$ cat src/rtl/mem_ctrl.sv
// rtl/mem_ctrl.sv - command sequencer between CPU datapath and a 16x16 registered-address memory bank
module mem_ctrl #(
  parameter int DW = 16,
  parameter int AW = 4
) (
  input  logic          clk,
  input  logic          rst_n,
  input  logic          req_valid,
  output logic          req_ready,
  input  logic [1:0]    req_op,
  input  logic [AW-1:0] req_addr,
  input  logic [DW-1:0] req_wdata,
  output logic          resp_valid,
  input  logic          resp_ready,
  output logic [DW-1:0] resp_rdata,
  output logic [DW-1:0] mem_data,
  output logic [AW-1:0] mem_addr,
  output logic          mem_we,
  input  logic [DW-1:0] mem_q
);

  localparam logic [1:0] OP_READ  = 2'b00;
  localparam logic [1:0] OP_WRITE = 2'b01;
  localparam logic [1:0] OP_SWAP  = 2'b10;
  localparam logic [1:0] OP_FILL  = 2'b11;

  localparam logic [AW-1:0] FILL_LAST = '1;
  localparam logic [AW-1:0] FILL_STEP = AW'(1);

  typedef enum logic [2:0] {
    S_IDLE,
    S_RD_ADDR,
    S_RD_DATA,
    S_WR,
    S_FILL,
    S_RESP
  } state_t;

  state_t        state;
  state_t        state_nxt;
  logic [1:0]    op_q;
  logic [AW-1:0] addr_q;
  logic [DW-1:0] wdata_q;
  logic [AW-1:0] fill_cnt;
  logic [DW-1:0] rdata_q;
  logic          accept;
  logic          fill_last;

  assign accept    = (state == S_IDLE) && req_valid;
  assign fill_last = (fill_cnt == FILL_LAST);

  // State register; reset aborts any command in flight
  always_ff @(posedge clk) begin
    if (!rst_n) begin
      state <= S_IDLE;
    end else begin
      state <= state_nxt;
    end
  end

  // Next-state decode: one command at a time, SWAP reads before it writes
  always_comb begin
    state_nxt = state;
    unique case (state)
      S_IDLE: begin
        if (req_valid) begin
          unique case (req_op)
            OP_READ:  state_nxt = S_RD_ADDR;
            OP_SWAP:  state_nxt = S_RD_ADDR;
            OP_WRITE: state_nxt = S_WR;
            OP_FILL:  state_nxt = S_FILL;
            default:  state_nxt = S_IDLE;
          endcase
        end
      end
      S_RD_ADDR: state_nxt = S_RD_DATA;
      S_RD_DATA: state_nxt = (op_q == OP_SWAP) ? S_WR : S_RESP;
      S_WR:      state_nxt = S_RESP;
      S_FILL:    state_nxt = fill_last ? S_RESP : S_FILL;
      S_RESP:    state_nxt = resp_ready ? S_IDLE : S_RESP;
      default:   state_nxt = S_IDLE;
    endcase
  end

  // Command latch, fill counter and response data; req_* only matters at accept
  always_ff @(posedge clk) begin
    if (!rst_n) begin
      op_q     <= OP_READ;
      addr_q   <= '0;
      wdata_q  <= '0;
      fill_cnt <= '0;
      rdata_q  <= '0;
    end else begin
      if (accept) begin
        op_q    <= req_op;
        addr_q  <= req_addr;
        wdata_q <= req_wdata;
        if (req_op == OP_FILL) begin
          fill_cnt <= '0;
        end
      end
      if (state == S_RD_DATA) begin
        rdata_q <= mem_q;
      end
      if ((state == S_WR) && (op_q == OP_WRITE)) begin
        rdata_q <= '0;
      end
      if (state == S_FILL) begin
        fill_cnt <= fill_cnt + FILL_STEP;
        if (fill_last) begin
          rdata_q <= '0;
        end
      end
    end
  end

  assign req_ready  = (state == S_IDLE);
  assign resp_valid = (state == S_RESP);
  assign resp_rdata = rdata_q;
  assign mem_we     = (state == S_WR) || (state == S_FILL);
  assign mem_addr   = (state == S_FILL) ? fill_cnt : addr_q;
  assign mem_data   = wdata_q;

endmodule

$ cat config.mk
export PLATFORM = sky130hd
export DESIGN_NAME = mem_ctrl
export DESIGN_NICKNAME = d
export VERILOG_FILES = /design/src/rtl/mem_ctrl.sv
export SDC_FILE = /design/constraint.sdc
export NUM_CORES = 1
export LEC_CHECK = 0
export ABC_AREA = 1
export CORE_UTILIZATION = 43
export DETAILED_ROUTE_END_ITERATION = 8
export HOLD_SLACK_MARGIN = 0.02
export PLACE_DENSITY = 0.8
export SYNTH_ARGS = -nofsm -noshare
export SYNTH_HDL_FRONTEND = slang
export SYNTH_SLANG_ARGS = --single-unit
$ cat constraint.sdc
create_clock -name clk -period 1.8 [get_ports clk]
set_input_delay 0.54 -clock clk [delete_from_list [all_inputs] [get_ports clk]]
set_output_delay 0.54 -clock clk [all_outputs]
set_load 0.1 [all_outputs]
==> results.py, run 1 <==
metrics = {
    "clock_tree": {
        "worst_setup_hold_path_clk_slew_ns": 0.08,
        "cts.htree.levels": 2,
        "post_cts_hold_fix_bufs": 0,
        "sink_count": 45,
        "insertion_delay_ns": 0.30,
        "ctsRootBufferMaster": "clkbuf_8",
        "max-clock-path-buffers": 2,
        "cts_tree": "yes",
        "cts-buffers-inserted": 5,
    },
    "detailed_routing": {
        "dr_total_vias": 2079,
        "drc": 16,
        "drt-initial-drc-count": 79,
        "wl_per_cell_um": 12.5,
        "route.antenna.remaining_nets": 0,
        "vias_per_cell": 4.90,
        "drt_first_pass_iters": 6,
        "totalWireLength_um": 5300,
    },
    "layout": {
        "num-nets-final": 414,
        "area.growth.synth_to_final_pct": 69.0,
        "drive_above_1_share": 0.223,
        "post_layout_nonfiller_instances": 424,
        "antenna-diode-count": 0,
    },
    "synthesis": {
        "yosys_warnings": 0,
        "mappedNetlistArea_um2": 2020,
        "synth_seq_area_share": 0.447,
        "synthCells": 285,
        "ffs_latches_synth": 45,
        "synth_cell_type_count": 23,
        "syn-num-nets": 328,
        "mean_cell_area_of_the_mapped_netlist_um2": 7.08,
    },
    "setup_path": {
        "worst-endpoint-required_ns": 1.26,
        "crit_start_category": "flop",
        "critPathMaxFanout": 4,
        "critical_path_arrival_ns": 1.39,
        "timing.setup.critical_path_class": "reg2out",
        "worst_setup_path_end_kind": "output pin",
    },
    "timing": {
        "slew_viol_final": 0,
        "max_clock_freq_ghz": 0.519,
        "setup_total_negative_slack_ns": -0.324,
        "unrepaired_setup_endpoints_after_global_routing": "true",
        "final_critical_path_setup_slack_ns": -0.125,
        "fin_skew_ns": 0.00433,
        "max_slew_margin": 0.721,
        "post-route-period-util": 1.07,
        "setup-violations-final": 6,
        "timing_worst_slew_pin_value_ns": 0.417,
        "finalWorstPathRequiredPeriod_ns": 1.93,
        "hold_viol_final": 0,
    },
    "floorplan": {
        "die_x_um": 70.5,
        "start_util": 0.454,
        "floorplan.core_area_um2": 4440,
        "pin_count": 81,
        "floorplan.rows": 24,
        "die_area_um2": 4970,
        "dieHeight_um": 70.5,
    },
    "placement": {
        "placed_cells": 412,
        "place_ws_ns": 0.0225,
        "placement.io_buffers": 80,
        "hpwl_um": 3770,
        "gpl.final_weighted_congestion": 0.848,
    },
    "worst_hold_path": {
        "hold_path_class": "reg2reg",
    },
    "power": {
        "power_density_nw_per_um2": 1170,
        "internal_uw": 2180,
        "power.share.sequential": 0.310,
        "power.switching_fraction": 0.451,
        "clkPwrFrac": 0.151,
        "power.net_switching_uw": 1800,
        "worst_ir_drop_vdd_mv": 0.728,
        "leakagePower_uw": 0.00142,
        "power.share.combinational": 0.539,
    },
    "status": {
        "violated_checks": "DRC, setup timing",
        "status": "finished with violations",
    },
    "global_routing": {
        "grt_max_degree": 26,
        "overflow_after_grt": 0,
        "grt_usage": 0.225,
        "grt_pass1_vias": 1951,
        "global_route_wire_length_before_repair_um": 8650,
        "antenna_found_initial": 0,
    },
    "job": {
        "drv.max_cap_violation_count": 0,
    },
}
-- worst paths after layout --
path | start | slack, ns | end | cells after the start
setup / recovery | state[1] | -0.13 | mem_addr[0] | 5
hold / removal | addr_q[2] | 0.47 | addr_q[2] | 2
setup reg to reg | state[0] | 0.20 | mem_data[14] | 7
hold reg to reg | addr_q[2] | 0.47 | addr_q[2] | 2
-- layout by cell type (no fill, tap or decap), types with 2 or more instances in the layout --
cell type / n
nor2_1: 22
nor2_4: 2
clkbuf_1: 3
nand3_1: 28
dfxtp_2: 2
clkbuf_8: 5
nand2_1: 92
nand2_2: 6
o21ai_0: 3
nand4_1: 3
inv_2: 3
a21oi_1: 27
nand2_4: 2
dfxtp_1: 42
buf_12: 39
clkdlybuf4s50_1: 41
inv_1: 24
buf_4: 13
-- routing by layer --
layer / routed length (um) / GRT usage
met1: 2150 / 0.255
met2: 2660 / 0.392
met3: 380 / 0.0664
met4: 102 / 0.0907
met5: 0 / 0
-- metrics by stage --
stage,hold WS [ns],power (uW),util,instance area [um^2]
3_5_place_dp,0.454,3300,0.731,3250
5_1_grt,0.488,4160,0.767,3410
3_3_place_gp,0.448,3270,0.731,3250
2_1_floorplan,0.439,2590,-,2030
4_1_cts,0.466,3980,0.763,3390
6_report,0.472,3980,0.767,3410
-- critical path, cell delays in order, from the launching register on --
cell and delay (ns):
dfxtp_2 0.34, nor2_4 0.14, nand2_4 0.08, or2_4 0.24, o21a_4 0.13, buf_12 0.16
-- sequential cells by signal, summed over array words and instances (netlist names) --
name / flops
resp_rdata: 16
fill_cnt: 4
op_q: 2
state: 3
addr_q: 4
mem_data: 16
-- area by class of cell --
class / instances / area (um^2)
clock buffers: 8 / 80.1
well taps: 52 / 65.1
multi-input cells: 196 / 946
flip-flops and latches: 45 / 907
fillers: 318 / 1030
inverters: 29 / 111
repair buffers: 94 / 1300
-- power by group through the flow --
stage	clock [uW]	sequential (uW)	combinational, uW
final	600	1230	2140
after global routing	660	1250	2250
after CTS	625	1230	2120
after detailed placement	0	1250	2050
after global placement	0	1240	2020
after floorplan	0	1760	834
-- cells by family (layout without fill, tap and decap cells) --
family / count (synthesis) / after routing / synth area share
adders and majority gates: 1 / 1 / 0.00620
buffers and inverters: 44 / 131 / 0.112
AOI/OAI and AO/OA: 33 / 33 / 0.0844
and+or+nand+nor: 162 / 162 / 0.351
DFF: 45 / 45 / 0.447
-- synth_stat cells --
master	n	share of area
nor2_2	1	0.0031
nor3_4	1	0.0081
o21ai_0	4	0.0099
buf_6	7	0.039
o21a_1	2	0.0074
inv_1	27	0.050
a21oi_1	27	0.067
clkbuf_1	5	0.0093
nor2_4	1	0.0056
buf_2	1	0.0025
nand2_1	97	0.18
clkinv_1	1	0.0019
or2_2	2	0.0062
buf_4	2	0.0074
nand3b_4	1	0.0099
nand3b_1	1	0.0037
inv_2	1	0.0019
nor2_1	23	0.043
nand4_1	3	0.0093
dfxtp_1	45	0.45
nand3_1	29	0.072
ha_1	1	0.0062
nand2_2	3	0.0093
-- repair_timing --
action,CTS,global route
setup endpoints to repair,7,7
pin swaps,4,2
resized for setup,14,4
setup buffers,3,1
gates cloned,0,0
endpoints found under the hold margin,0,0
Power figures use the tool's default switching activity.
==> run 2: changes to the inputs <==
--- a/config.mk
+++ b/config.mk
@@ -5,7 +5,7 @@
 export SDC_FILE = /design/constraint.sdc
 export NUM_CORES = 1
 export LEC_CHECK = 0
-export ABC_AREA = 1
+export ABC_AREA = 0
 export CORE_UTILIZATION = 43
 export DETAILED_ROUTE_END_ITERATION = 8
 export HOLD_SLACK_MARGIN = 0.02
==> results.py, run 2 <==
metrics = {
    "synthesis": {
        "dominantRegCellSynth": "dfxtp_1",
        "number_of_synthesized_flops_with_an_enable_pin": 0,
        "synth_seq_area_share": 0.449,
        "ffs_latches_synth": 45,
        "synth_cell_type_count": 37,
        "mean_cell_area_of_the_mapped_netlist_um2": 8.99,
        "yosys_warnings": 0,
        "synthCells": 223,
        "synthDominantCellAreaShare": 0.449,
        "mappedNetlistArea_um2": 2010,
        "synth_most_common_cell": "nand2_1",
        "synth.top_cells.by_count": "nand2_1, dfxtp_1, a21oi_1",
        "async_flop_share": 0,
        "synth_largest_area_cell": "dfxtp_1",
        "syn-num-nets": 266,
        "post_synth_main_area_contributors": "dfxtp_1, nand2_1, mux2i_1, a21oi_1, buf_6",
    },
    "timing": {
        "max_clock_freq_ghz": 0.509,
        "max_slew_margin": 0.724,
        "fin_hold_ws_ns": 0.471,
        "setup-violations-final": 7,
        "finalWorstPathRequiredPeriod_ns": 1.96,
        "unrepaired_setup_endpoints_after_global_routing": "true",
        "slew_viol_final": 0,
        "hold_viol_final": 0,
        "timing_worst_slew_pin_value_ns": 0.413,
        "final_critical_path_setup_slack_ns": -0.165,
        "fin_skew_ns": 0.00496,
        "post-route-period-util": 1.09,
    },
    "setup_path": {
        "reg2reg_from": "state[0]",
        "worst_setup_path_end_kind": "output pin",
        "critPathMaxFanout": 6,
        "crit_slowest_cell": "or3b_4",
        "worst-endpoint-required_ns": 1.26,
        "crit_path_cell_trace": "or3b_4 -> nand2_2 -> nand2_4 -> buf_12",
        "timing.setup.critical_path_class": "reg2out",
        "worst_setup_path_startpoint": "state[0]",
        "crit_start_category": "flop",
        "critical_path_arrival_ns": 1.42,
        "cpPeakStageDelay_ns": 0.46,
    },
    "power": {
        "power.share.sequential": 0.312,
        "internal_uw": 2210,
        "power_density_nw_per_um2": 1150,
        "clkPwrFrac": 0.147,
        "worst_ir_drop_vdd_mv": 0.674,
        "power.switching_fraction": 0.443,
        "power.net_switching_uw": 1760,
        "power.share.combinational": 0.541,
        "leakagePower_uw": 0.00131,
    },
    "global_routing": {
        "overflow_after_grt": 0,
        "antenna_found_initial": 0,
        "met3_usage": 0.0678,
        "grt_max_degree": 26,
        "global_route_wire_length_before_repair_um": 8560,
        "globalRoute.busiestLayer": "met2",
        "grt_usage": 0.218,
        "gr_layer_usage_met2": 0.377,
        "grt.met1_usage": 0.258,
        "grt_pass1_vias": 1851,
    },
    "floorplan": {
        "floorplan.rows": 24,
        "floorplan.core_area_um2": 4410,
        "die_x_um": 70.3,
        "pin_count": 81,
        "start_util": 0.454,
        "die_area_um2": 4940,
        "dieHeight_um": 70.3,
    },
    "layout": {
        "layout_common_cells": "nand2_1, dfxtp_1, clkdlybuf4s50_1, buf_12, a21oi_1",
        "layout_commonest_cell": "nand2_1",
        "final_cell_area_um2": 3460,
        "area.growth.synth_to_final_pct": 72.7,
        "drive_above_1_share": 0.317,
        "antenna-diode-count": 0,
        "num-nets-final": 356,
        "layout.filler_cells": 269,
    },
    "detailed_routing": {
        "drt_first_pass_iters": 4,
        "dr_total_vias": 1931,
        "vias_per_cell": 5.30,
        "totalWireLength_um": 5370,
        "route.antenna.remaining_nets": 0,
        "drt-initial-drc-count": 64,
        "drc": 0,
        "wl_per_cell_um": 14.8,
    },
    "job": {
        "drv.max_cap_violation_count": 0,
    },
    "clock_tree": {
        "ctsRootBufferMaster": "clkbuf_8",
        "cts_tree": "yes",
        "worst_setup_hold_path_clk_slew_ns": 0.08,
        "insertion_delay_ns": 0.30,
        "cts-buffers-inserted": 5,
        "cts.htree.levels": 2,
        "sink_count": 45,
        "max-clock-path-buffers": 2,
    },
    "status": {
        "status": "finished with violations",
        "violated_checks": "setup timing",
    },
    "placement": {
        "place_ws_ns": -0.145,
        "dpl-instance-area_um2": 3300,
        "hpwl_um": 3650,
        "gpl.final_weighted_congestion": 0.862,
        "placement.io_buffers": 80,
    },
    "worst_hold_path": {
        "min-delay-start": "addr_q[2]",
        "hold_path_class": "reg2reg",
    },
}
run 2: cell count changes after synthesis, moves of 12 or more:
cell     before  now
nand3_1      29    4
inv_1        27    2
nand2_1      97   60
mux2i_1       0   16
nor3_1        0   12
nor2_1       23    3
run 2: path summary, 6_finish.rpt:
kind,endpoint,slack (ns),cells after the start
setup / recovery,mem_addr[3],-0.16,4
hold / removal,addr_q[2],0.47,2
setup reg to reg,resp_rdata[2],0.11,5
hold reg to reg,addr_q[2],0.47,2
run 2: repair_timing:
action                     4_1_cts  5_1_grt
buffers inserted                 2        2
pin swaps                        5        2
hold buffers                     0        0
resized for setup               16        0
setup endpoints to repair       20       23
run 2: cell families (layout without fill, tap and decap cells):
group / count (synthesis) / count (layout) / synth area share
simple gates: 99 / 99 / 0.255
fa+ha+maj: 1 / 1 / 0.00624
buf+inv: 19 / 108 / 0.0755
compound gates: 43 / 43 / 0.134
flops: 45 / 45 / 0.449
mux: 16 / 16 / 0.0798
run 2: layout make-up:
type | instances | area [um^2] | area share
Clock buffer | 5 | 68.8 | 0.0199
Sequential cell | 45 | 905 | 0.261
Clock inverter | 1 | 5.00 | 0.00144
Timing Repair Buffer | 99 | 1370 | 0.394
Inverter | 3 | 25.0 | 0.00722
Multi-Input combinational cell | 159 | 1030 | 0.297
Tap cell | 52 | 65.1 | 0.0188
run 2: per-layer routing:
layer,up-vias,part of all wire
met3,9,0.062
li1,940,-
met2,73,0.51
met1,909,0.41
met4,0,0.014
met5,-,0
run 2: power groups by stage:
stage               Clock, uW  Sequential [uW]  Combinational, uW
floorplan                   0             1810                783
finish                    585             1240               2150
CTS                       587             1240               2110
detailed placement          0             1250               2070
global route              634             1260               2230
global placement            0             1250               2040
run 2: stage by stage:
step / setup TNS, ns / total power [uW] / util / std cells
after global placement: -2.57 / 3290 / 0.747 / 354
after global routing: -1.23 / 4120 / 0.785 / 364
after CTS: -0.855 / 3940 / 0.776 / 362
after detailed placement: -3.32 / 3320 / 0.747 / 354
final: -0.931 / 3970 / 0.785 / 364
after floorplan: -0.247 / 2590 / - / 223
run 2: critical path, delay by kind of cell, from the launching register on:
family                 cells  cell delay, ns
buffers and inverters      1            0.16
and+or+nand+nor            3            0.63
DFF                        1            0.33
